[src/rtl/counter_ctrl_if.sv]
// rtl/counter_ctrl_if.sv - job request handshake between a job source and counter_ctrl
//
// Signals:
//   req_valid  job request valid (source -> controller)
//   req_ready  controller can accept a job (controller -> source)
//   req_start  value to load into the counter
//   req_steps  number of increments to issue
// Modports:
//   master  job source side
//   slave   counter_ctrl side
interface counter_ctrl_if #(
    parameter int DATA_WIDTH = 8,
    parameter int STEP_W     = 8
);
    logic                  req_valid;
    logic                  req_ready;
    logic [DATA_WIDTH-1:0] req_start;
    logic [STEP_W-1:0]     req_steps;

    modport master (
        output req_valid,
        output req_start,
        output req_steps,
        input  req_ready
    );

    modport slave (
        input  req_valid,
        input  req_start,
        input  req_steps,
        output req_ready
    );
endinterface

[src/rtl/counter_ctrl.sv]
// rtl/counter_ctrl.sv - sequencer and self-checker driving a loadable up-counter
//
// Accepts a job (start, steps), loads the counter, issues the increments
// (suspended while pause is high), compares the returned count against an
// internal expectation every cycle and reports the final count with a
// sticky mismatch flag.
//
// Optional feature macro: COUNTER_CTRL_ERRCNT_EN adds err_cnt, a saturating
// count of failed compares in the current job.
//
// Ports:
//   clk          clock, rising edge
//   rstN         asynchronous active-low reset
//   req_if       job request handshake (slave modport)
//   pause        suspends increments while high (RUN only)
//   load         counter load strobe
//   enable       counter increment enable
//   Data_in      value loaded into the counter
//   count        registered count returned by the counter
//   done         one-cycle pulse when a job finishes
//   mismatch     sticky per job: some compare failed
//   final_count  count sampled in CHECK
//   err_cnt      (COUNTER_CTRL_ERRCNT_EN only) failed compares this job
module counter_ctrl #(
    parameter int DATA_WIDTH = 8,
    parameter int STEP_W     = 8
) (
    input  logic                  clk,
    input  logic                  rstN,
    counter_ctrl_if.slave         req_if,
    input  logic                  pause,
    output logic                  load,
    output logic                  enable,
    output logic [DATA_WIDTH-1:0] Data_in,
    input  logic [DATA_WIDTH-1:0] count,
    output logic                  done,
    output logic                  mismatch,
    output logic [DATA_WIDTH-1:0] final_count
`ifdef COUNTER_CTRL_ERRCNT_EN
    ,
    output logic [7:0]            err_cnt
`endif
);

    typedef enum logic [2:0] {
        S_IDLE,
        S_LOAD,
        S_RUN,
        S_CHECK,
        S_DONE
    } state_t;

    state_t                state;
    logic [DATA_WIDTH-1:0] start_q;
    logic [STEP_W-1:0]     steps_q;
    logic [DATA_WIDTH-1:0] exp_cnt;
    logic [STEP_W-1:0]     remaining;
    logic                  mismatch_q;
    logic [DATA_WIDTH-1:0] final_q;
    logic                  cmp_fail;

`ifdef COUNTER_CTRL_ERRCNT_EN
    logic [7:0]            err_q;
    assign err_cnt = err_q;
`endif

    // The counter registers its output, so count always reflects the
    // load/enable of the previous cycle; exp_cnt advances on the same edge.
    assign cmp_fail = (count != exp_cnt);

    // Ready is gated with rstN so it stays low throughout reset and rises
    // in the first cycle after release.
    assign req_if.req_ready = (state == S_IDLE) && rstN;
    assign load             = (state == S_LOAD);
    assign enable           = (state == S_LOAD) || ((state == S_RUN) && !pause);
    assign done             = (state == S_DONE);
    assign Data_in          = start_q;
    assign mismatch         = mismatch_q;
    assign final_count      = final_q;

    always_ff @(posedge clk or negedge rstN) begin
        if (!rstN) begin
            state      <= S_IDLE;
            start_q    <= '0;
            steps_q    <= '0;
            exp_cnt    <= '0;
            remaining  <= '0;
            mismatch_q <= 1'b0;
            final_q    <= '0;
`ifdef COUNTER_CTRL_ERRCNT_EN
            err_q      <= 8'd0;
`endif
        end else begin
            case (state)
                S_IDLE: begin
                    if (req_if.req_valid) begin
                        start_q    <= req_if.req_start;
                        steps_q    <= req_if.req_steps;
                        mismatch_q <= 1'b0;
                        state      <= S_LOAD;
                    end
                end
                S_LOAD: begin
                    exp_cnt   <= start_q;
                    remaining <= steps_q;
`ifdef COUNTER_CTRL_ERRCNT_EN
                    err_q     <= 8'd0;
`endif
                    state     <= (steps_q != '0) ? S_RUN : S_CHECK;
                end
                S_RUN: begin
                    if (cmp_fail) begin
                        mismatch_q <= 1'b1;
`ifdef COUNTER_CTRL_ERRCNT_EN
                        if (err_q != 8'hFF) err_q <= err_q + 8'd1;
`endif
                    end
                    if (!pause) begin
                        exp_cnt   <= exp_cnt + DATA_WIDTH'(1);
                        remaining <= remaining - STEP_W'(1);
                        if (remaining == STEP_W'(1)) state <= S_CHECK;
                    end
                end
                S_CHECK: begin
                    if (cmp_fail) begin
                        mismatch_q <= 1'b1;
`ifdef COUNTER_CTRL_ERRCNT_EN
                        if (err_q != 8'hFF) err_q <= err_q + 8'd1;
`endif
                    end
                    final_q <= count;
                    state   <= S_DONE;
                end
                S_DONE: begin
                    state <= S_IDLE;
                end
                default: begin
                    state <= S_IDLE;
                end
            endcase
        end
    end

endmodule

[src/flat_wrapper.sv]
// flat-port wrapper written by rule: the top's interface ports become plain ports
module counter_ctrl_flat 
#(
    parameter int DATA_WIDTH = 8,
    parameter int STEP_W     = 8
)
  (clk, rstN, pause, load, enable, Data_in, count, done, mismatch, final_count, req_if_req_valid, req_if_req_start, req_if_req_steps, req_if_req_ready);
  counter_ctrl_if #(.DATA_WIDTH(DATA_WIDTH), .STEP_W(STEP_W)) req_if_i ();
  input  logic clk;
  input  logic rstN;
  input  logic pause;
  output logic load;
  output logic enable;
  output logic [DATA_WIDTH-1:0] Data_in;
  input  logic [DATA_WIDTH-1:0] count;
  output logic done;
  output logic mismatch;
  output logic [DATA_WIDTH-1:0] final_count;
  input wire logic [$bits(req_if_i.req_valid)-1:0] req_if_req_valid;
  input wire logic [$bits(req_if_i.req_start)-1:0] req_if_req_start;
  input wire logic [$bits(req_if_i.req_steps)-1:0] req_if_req_steps;
  output wire logic [$bits(req_if_i.req_ready)-1:0] req_if_req_ready;
  assign req_if_i.req_valid = req_if_req_valid;
  assign req_if_i.req_start = req_if_req_start;
  assign req_if_i.req_steps = req_if_req_steps;
  assign req_if_req_ready = req_if_i.req_ready;
  counter_ctrl #(.DATA_WIDTH(DATA_WIDTH), .STEP_W(STEP_W)) u_core (.clk(clk), .rstN(rstN), .req_if(req_if_i), .pause(pause), .load(load), .enable(enable), .Data_in(Data_in), .count(count), .done(done), .mismatch(mismatch), .final_count(final_count));
endmodule
[config.mk]
export PLATFORM = sky130hd
export DESIGN_NAME = counter_ctrl_flat
export DESIGN_NICKNAME = d
export VERILOG_FILES = /design/src/rtl/counter_ctrl_if.sv /design/src/rtl/counter_ctrl.sv /design/src/flat_wrapper.sv
export SDC_FILE = /design/constraint.sdc
export NUM_CORES = 1
export LEC_CHECK = 0
export CAP_MARGIN = 20
export CELL_PAD_IN_SITES_DETAIL_PLACEMENT = 0
export CELL_PAD_IN_SITES_GLOBAL_PLACEMENT = 1
export CORE_MARGIN = 2
export CORE_UTILIZATION = 39
export DETAILED_ROUTE_END_ITERATION = 10
export PLACE_DENSITY_LB_ADDON = 0.25
export SLEW_MARGIN = 5
export SYNTH_ARGS = -nofsm -noshare
export SYNTH_HDL_FRONTEND = slang
export SYNTH_SLANG_ARGS = --single-unit
[constraint.sdc]
create_clock -name clk -period 2.2 [get_ports clk]
set_input_delay 0.44 -clock clk [delete_from_list [all_inputs] [get_ports clk]]
set_output_delay 0.44 -clock clk [all_outputs]
set_load 0.03 [all_outputs]
== Yosys cells after proc, flatten, opt, wreduce, memory -nomap -nowiden ==
Index checks and enable logic that the tools add are counted.
Word-level totals
  register bits: 44
  input bits: 28
  output and inout bits: 21
  logic and storage cells: 44
Cells by class
  $add $sub $neg: 2
  equality and inequality tests: 10
  muxes and demuxes: 12
  reductions and logical operators: 13
Operator list (count)
  one-hot mux 8 bit (2 select lines): 2
  two-way mux 8 bit: 2
  one-hot mux 3 bit (4 select lines): 1
  two-way mux 3 bit: 3
  adder 8 x 1 -> 8 bit, second input constant: 1
  equality test 8 x 1 -> 1 bit, second input constant: 1
  != test 8 bit: 1
  nonzero test 8 bit: 1
  subtractor 8 x 1 -> 8 bit, second input constant: 1
  equality test 3 x 2 -> 1 bit, second input constant: 2
  != test 2 bit, second input constant: 3
  AND reduction 3 bit: 2
  AND reduction 2 bit: 2
  nonzero test 2 bit: 2
  equality test 3 x 1 -> 1 bit, second input constant: 1
  equality test 3 bit, second input constant: 1
  logical NOT 3 bit: 1
  two-way mux 1 bit: 3
  logical AND 1 bit: 2
  != test 2 x 1 -> 1 bit, second input constant: 1
  one-hot mux 1 bit (2 select lines): 1
  OR reduction 2 bit: 1
  logical NOT 1 bit: 1
  logical OR 1 bit: 1

== Depth between registers and ports, before layout ==
  depth in word-level cells: 4
  depth in mapped cells: 8
  gate-level depth less buffers: 6

== Worst setup path before layout ==
Ideal clock, no wire load.
  path type: register to output
  start point: register u_core.state[0]
  end point: output enable
  arrival: 1384 ps
  data required time: 1760 ps
  setup slack: 376 ps
  cell stages (with the launch flop): 7
  path buffers: 3
  path through: dfrtp_1 -> buf_6 -> or3b_1 -> buf_2 -> o21a_1 -> inv_2 -> buf_6
On the way
  word-level cells in the longest chain between the ends: 3
  elaborated cells between the ends (all ways): 4
  classes of those cells: eq/ne (2); reduce/logical (2)
RTL lines
  start: declaration: RTL line counter_ctrl.sv:53  | state_t state;
  start signal: assignment: RTL line counter_ctrl.sv:109  | state <= (steps_q != '0) ? S_RUN : S_CHECK;
  equality test 3 x 2 -> 1 bit: RTL line counter_ctrl.sv:75  | assign enable = (state == S_LOAD) || ((state == S_RUN) && !pause);
  logical AND 1 bit: RTL line counter_ctrl.sv:75
  logical OR 1 bit *: RTL line counter_ctrl.sv:75
  end: declaration: RTL line flat_wrapper.sv:13  | output logic enable;
Mark *: on every way between the ends. The rest lies on a longest branch, timed or not.

== Worst setup path in the final report ==
  start point: register u_core.state[2]
  end point: output enable
Same word-level chain as after synthesis.

==> flow_summary.html <==
<table>
<tr><th>Metric</th><th>Value</th></tr>
<tr><th colspan="2">Worst setup path</th></tr>
<tr><td>Worst-path fanout max</td><td>6</td></tr>
<tr><td>Element type at the critical path start</td><td>flop</td></tr>
<tr><td>Crit path max-delay cell type</td><td>sky130_fd_sc_hd__or3b_1</td></tr>
<tr><td>Crit end category</td><td>output pin</td></tr>
<tr><td>CP bufs+invs</td><td>3</td></tr>
<tr><td>FF-to-FF path depth</td><td>6</td></tr>
<tr><td>Critical setup path kind</td><td>reg -&gt; out</td></tr>
<tr><td>Dominant delay contributor by cell family on the critical path</td><td>buffers and inverters</td></tr>
<tr><td>Startpoint of the worst register-to-register path</td><td>u_core.state[2]</td></tr>
<tr><td>Terminus of the critical flop-to-flop path</td><td>u_core.exp_cnt[6]</td></tr>
<tr><td>Critical Path, Cell by Cell</td><td>buf_4 &gt; or3b_1 &gt; o21a_1 &gt; inv_4 &gt; buf_4</td></tr>
<tr><td>Required time of the critical path</td><td>1.76 ns</td></tr>
<tr><td>Delay of the slowest critical-path stage</td><td>0.39 ns</td></tr>
<tr><td>Critical Path Start</td><td>u_core.state[2]</td></tr>
<tr><td>Reg2Reg Setup Slack</td><td>0.27 ns</td></tr>
<tr><td>Cell seen most often among critical-path stages</td><td>sky130_fd_sc_hd__buf_4</td></tr>
<tr><td>WP data arrival</td><td>1.69 ns</td></tr>
<tr><th colspan="2">Place</th></tr>
<tr><td>Half-perimeter wire length after detailed placement</td><td>3250 microns</td></tr>
<tr><td>Pre-CTS setup slack</td><td>0.1686 ns</td></tr>
<tr><td>Global placement routability congestion</td><td>0.8428</td></tr>
<tr><td>Area post-placement</td><td>0.002730 sq mm</td></tr>
<tr><td>Number of placed instances with taps included</td><td>317</td></tr>
<tr><td>Count of input and output buffers</td><td>48</td></tr>
<tr><th colspan="2">STA</th></tr>
<tr><td>Final number of hold-violating endpoints</td><td>0</td></tr>
<tr><td>Worst relative slew slack</td><td>62.26%</td></tr>
<tr><td>Final Worst Setup Slack</td><td>0.06602 ns</td></tr>
<tr><td>Layout Skew</td><td>0.008109 ns</td></tr>
<tr><td>Pin slew with the least headroom to its limit</td><td>0.5609 ns</td></tr>
<tr><td>Unrepaired setup endpoints after global routing</td><td>false</td></tr>
<tr><td>Hold_ws</td><td>0.2137 ns</td></tr>
<tr><td>Final Critical Period</td><td>2.134 ns</td></tr>
<tr><td>Accumulated negative setup slack</td><td>0 ns</td></tr>
<tr><td>Tcrit/Tclk final</td><td>97.00%</td></tr>
<tr><td>Maximum clock frequency</td><td>468.6 MHz</td></tr>
<tr><td>Slew Limit Fails</td><td>0</td></tr>
<tr><td>Final setup vio count</td><td>0</td></tr>
<tr><th colspan="2">Clocking</th></tr>
<tr><td>Latest clock arrival within the worst-skew pair</td><td>0.29 ns</td></tr>
<tr><td>Clock buffer count from CTS</td><td>5</td></tr>
<tr><td>Number of buffers added to fix hold violations after cts</td><td>0</td></tr>
<tr><td>Clock tree from TritonCTS</td><td>built</td></tr>
<tr><td>Clock slew seen by the registers of the worst setup and hold paths</td><td>0.08 ns</td></tr>
<tr><td>Clock tree root buffer cell</td><td>sky130_fd_sc_hd__clkbuf_8</td></tr>
<tr><td>Number of buffers on the longest clock path</td><td>2</td></tr>
<tr><td>Clk sinks</td><td>44</td></tr>
<tr><td>H-tree lvl count</td><td>2</td></tr>
<tr><th colspan="2">Final layout</th></tr>
<tr><td>Leading cell type in the layout, fill and taps excluded</td><td>sky130_fd_sc_hd__dfrtp_1</td></tr>
<tr><td>Finished Cell Area</td><td>0.002870 sq mm</td></tr>
<tr><td>Final-stage net count</td><td>285</td></tr>
<tr><td>Most frequent cells in the layout</td><td>sky130_fd_sc_hd__dfrtp_1 (44), sky130_fd_sc_hd__clkdlybuf4s50_1 (43), sky130_fd_sc_hd__mux2_2 (24)</td></tr>
<tr><td>Final std cells w/o fill</td><td>327</td></tr>
<tr><td>Area growth syn-to-layout</td><td>32.22%</td></tr>
<tr><td>Diodes inserted</td><td>0</td></tr>
<tr><td>Share of cells above drive strength 1</td><td>20.39%</td></tr>
<tr><td>Number of fill cells</td><td>502</td></tr>
<tr><td>Final design utilization</td><td>52.77%</td></tr>
<tr><th colspan="2">Synthesis</th></tr>
<tr><td>Simple-gate share of the synthesized area</td><td>11.64%</td></tr>
<tr><td>Count of flip-flops with a built-in enable after synthesis</td><td>0</td></tr>
<tr><td>Yosys warning total</td><td>0</td></tr>
<tr><td>Dominant synthesized flop cell</td><td>sky130_fd_sc_hd__dfrtp_1</td></tr>
<tr><td>Main combinational cell family by area after synthesis</td><td>compound AO/OA/AOI/OAI gates</td></tr>
<tr><td>Mux share of post-synthesis cell area</td><td>13.37%</td></tr>
<tr><td>Synth Area in Adders</td><td>1.729%</td></tr>
<tr><td>Distinct cell type count after synthesis</td><td>42</td></tr>
<tr><td>Post-Syn Area</td><td>0.002171 sq mm</td></tr>
<tr><td>Share of flip-flops with an asynchronous set or reset</td><td>100.0%</td></tr>
<tr><td>Post-Synthesis Net Count</td><td>230</td></tr>
<tr><td>Synth Area per Inst</td><td>10.91 sq um</td></tr>
<tr><td>Area share of xor/xnor cells in the synthesized design</td><td>3.228%</td></tr>
<tr><td>Register bit total from synthesis</td><td>44</td></tr>
<tr><td>Sequential fraction of the synthesis area</td><td>50.72%</td></tr>
<tr><td>Synthesized-area fraction occupied by ao, oa, aoi and oai cells</td><td>14.76%</td></tr>
<tr><td>Gate Count Post-Synth</td><td>199</td></tr>
<tr><th colspan="2">Drt</th></tr>
<tr><td>Routed WL per cell</td><td>13.87 microns</td></tr>
<tr><td>Vias</td><td>1677</td></tr>
<tr><td>Number of DRC markers in iteration 0</td><td>54</td></tr>
<tr><td>Number of search-and-repair iterations in the first detailed-routing pass</td><td>4</td></tr>
<tr><td>Number of remaining DRC errors</td><td>0</td></tr>
<tr><td>Average vias per placed instance</td><td>5.128</td></tr>
<tr><td>Antenna viol nets, final</td><td>0</td></tr>
<tr><td>Final wirelength</td><td>4534 microns</td></tr>
<tr><th colspan="2">Job</th></tr>
<tr><td>Max-capacitance violation count</td><td>0</td></tr>
<tr><th colspan="2">Die</th></tr>
<tr><td>Core Area</td><td>0.005439 sq mm</td></tr>
<tr><td>Initial cell density of the core</td><td>39.91%</td></tr>
<tr><td>Number of core rows</td><td>27</td></tr>
<tr><td>Die Ht</td><td>78.61 microns</td></tr>
<tr><td>Die width</td><td>78.61 microns</td></tr>
<tr><td>Total Die Area</td><td>0.006179 sq mm</td></tr>
<tr><td>Number of I/O pins</td><td>49</td></tr>
<tr><th colspan="2">GRT</th></tr>
<tr><td>Maximum number of pins on one net before global-route repair</td><td>45</td></tr>
<tr><td>Overflow after GRT</td><td>0</td></tr>
<tr><td>Vias in the first global route</td><td>1538</td></tr>
<tr><td>GR Util All Layers</td><td>15.79%</td></tr>
<tr><td>Wire length of the first global-routing pass</td><td>7569 microns</td></tr>
<tr><td>Initial antenna violation count</td><td>0</td></tr>
<tr><th colspan="2">Hold path</th></tr>
<tr><td>Type of the tightest min-delay check</td><td>in -&gt; async</td></tr>
<tr><th colspan="2">Power and ir drop</th></tr>
<tr><td>Maximum vdd drop</td><td>0.6189 mV</td></tr>
<tr><td>Pwr dens</td><td>1619 mW/mm^2</td></tr>
<tr><td>Power consumption</td><td>4.647 mW</td></tr>
<tr><td>Reported leakage power</td><td>1.213 nW</td></tr>
<tr><th colspan="2">Status</th></tr>
<tr><td>Run status</td><td>completed</td></tr>
</table>
## synthesized netlist by cell type (2+ instances only)
cell / count / area [sq um]
sky130_fd_sc_hd__nor3b_1: 2 / 15.01
sky130_fd_sc_hd__clkbuf_1: 4 / 15.01
sky130_fd_sc_hd__and2_1: 2 / 12.51
sky130_fd_sc_hd__mux2_2: 24 / 270.3
sky130_fd_sc_hd__o21ai_1: 10 / 50.05
sky130_fd_sc_hd__o2bb2ai_1: 3 / 26.28
sky130_fd_sc_hd__ha_1: 3 / 37.54
sky130_fd_sc_hd__nor4_1: 5 / 31.28
sky130_fd_sc_hd__a22oi_1: 3 / 22.52
sky130_fd_sc_hd__a2bb2oi_1: 2 / 17.52
sky130_fd_sc_hd__o22ai_1: 4 / 25.02
sky130_fd_sc_hd__nand2_1: 13 / 48.80
sky130_fd_sc_hd__a21o_1: 2 / 15.01
sky130_fd_sc_hd__xnor2_1: 8 / 70.07
sky130_fd_sc_hd__nor2_1: 8 / 30.03
sky130_fd_sc_hd__nor3_1: 2 / 10.01
sky130_fd_sc_hd__buf_2: 4 / 20.02
sky130_fd_sc_hd__o21ai_0: 7 / 35.03
sky130_fd_sc_hd__inv_1: 7 / 26.28
sky130_fd_sc_hd__dfrtp_1: 44 / 1101
sky130_fd_sc_hd__buf_6: 3 / 33.78
sky130_fd_sc_hd__nand3_1: 3 / 15.01
sky130_fd_sc_hd__nand4_1: 2 / 12.51
sky130_fd_sc_hd__a21oi_1: 15 / 75.07
sky130_fd_sc_hd__mux2i_1: 2 / 20.02
## worst max-delay path by stage
stage	to	slack, ns	depth (start not counted)
5_1_grt	enable	0.001	5
3_5_place_dp	load	0.17	3
3_3_place_gp	load	0.18	3
2_1_floorplan	enable	0.38	6
4_1_cts	done	0.009	3
6_report	enable	0.07	5
## state kept, by name, indices dropped and copies added (netlist names)
signal and count:
u_core.steps_q 8, u_core.mismatch 1, u_core.exp_cnt 8, u_core.remaining 8, u_core.Data_in 8, u_core.final_count 8, u_core.state 3
## power by group
group          leakage, nW  total, mW  internal [mW]  switching [mW]
clock               0.0614      0.640          0.371           0.269
sequential           0.519       1.59           1.23           0.366
combinational        0.633       2.42           1.15            1.26
## logic make-up after synthesis
family | Yosys count
AO/OA/AOI/OAI | 53
AND/OR/NAND/NOR | 46
flip-flops | 44
multiplexers | 26
buffers and inverters | 19
XOR/XNOR | 8
adder cells (fa/ha/maj) | 3
## layout make-up
| class | instances | area (sq um) | share of cell area (%) |
|---|---|---|---|
| Timing Repair Buffer | 59 | 554.3 | 19.31 |
| Clock inverter | 2 | 38.79 | 1.351 |
| Multi-Input combinational cell | 136 | 970.9 | 33.83 |
| Sequential cell | 44 | 1101 | 38.36 |
| Clock buffer | 6 | 82.58 | 2.877 |
| Inverter | 8 | 32.53 | 1.133 |
| Tap cell | 72 | 90.09 | 3.139 |
## per-layer routing
metal	track usage, %	share of wire (%)
met5	0	0
met4	5.789	1.0
met3	3.448	5.1
met2	21.88	44
met1	23.98	50
## timing repair
item / 4_1_cts / 5_1_grt
setup endpoints to repair: 2 / 2
setup buffers: 0 / 2
gates resized for setup: 2 / 1
Power figures use the tool's default switching activity.
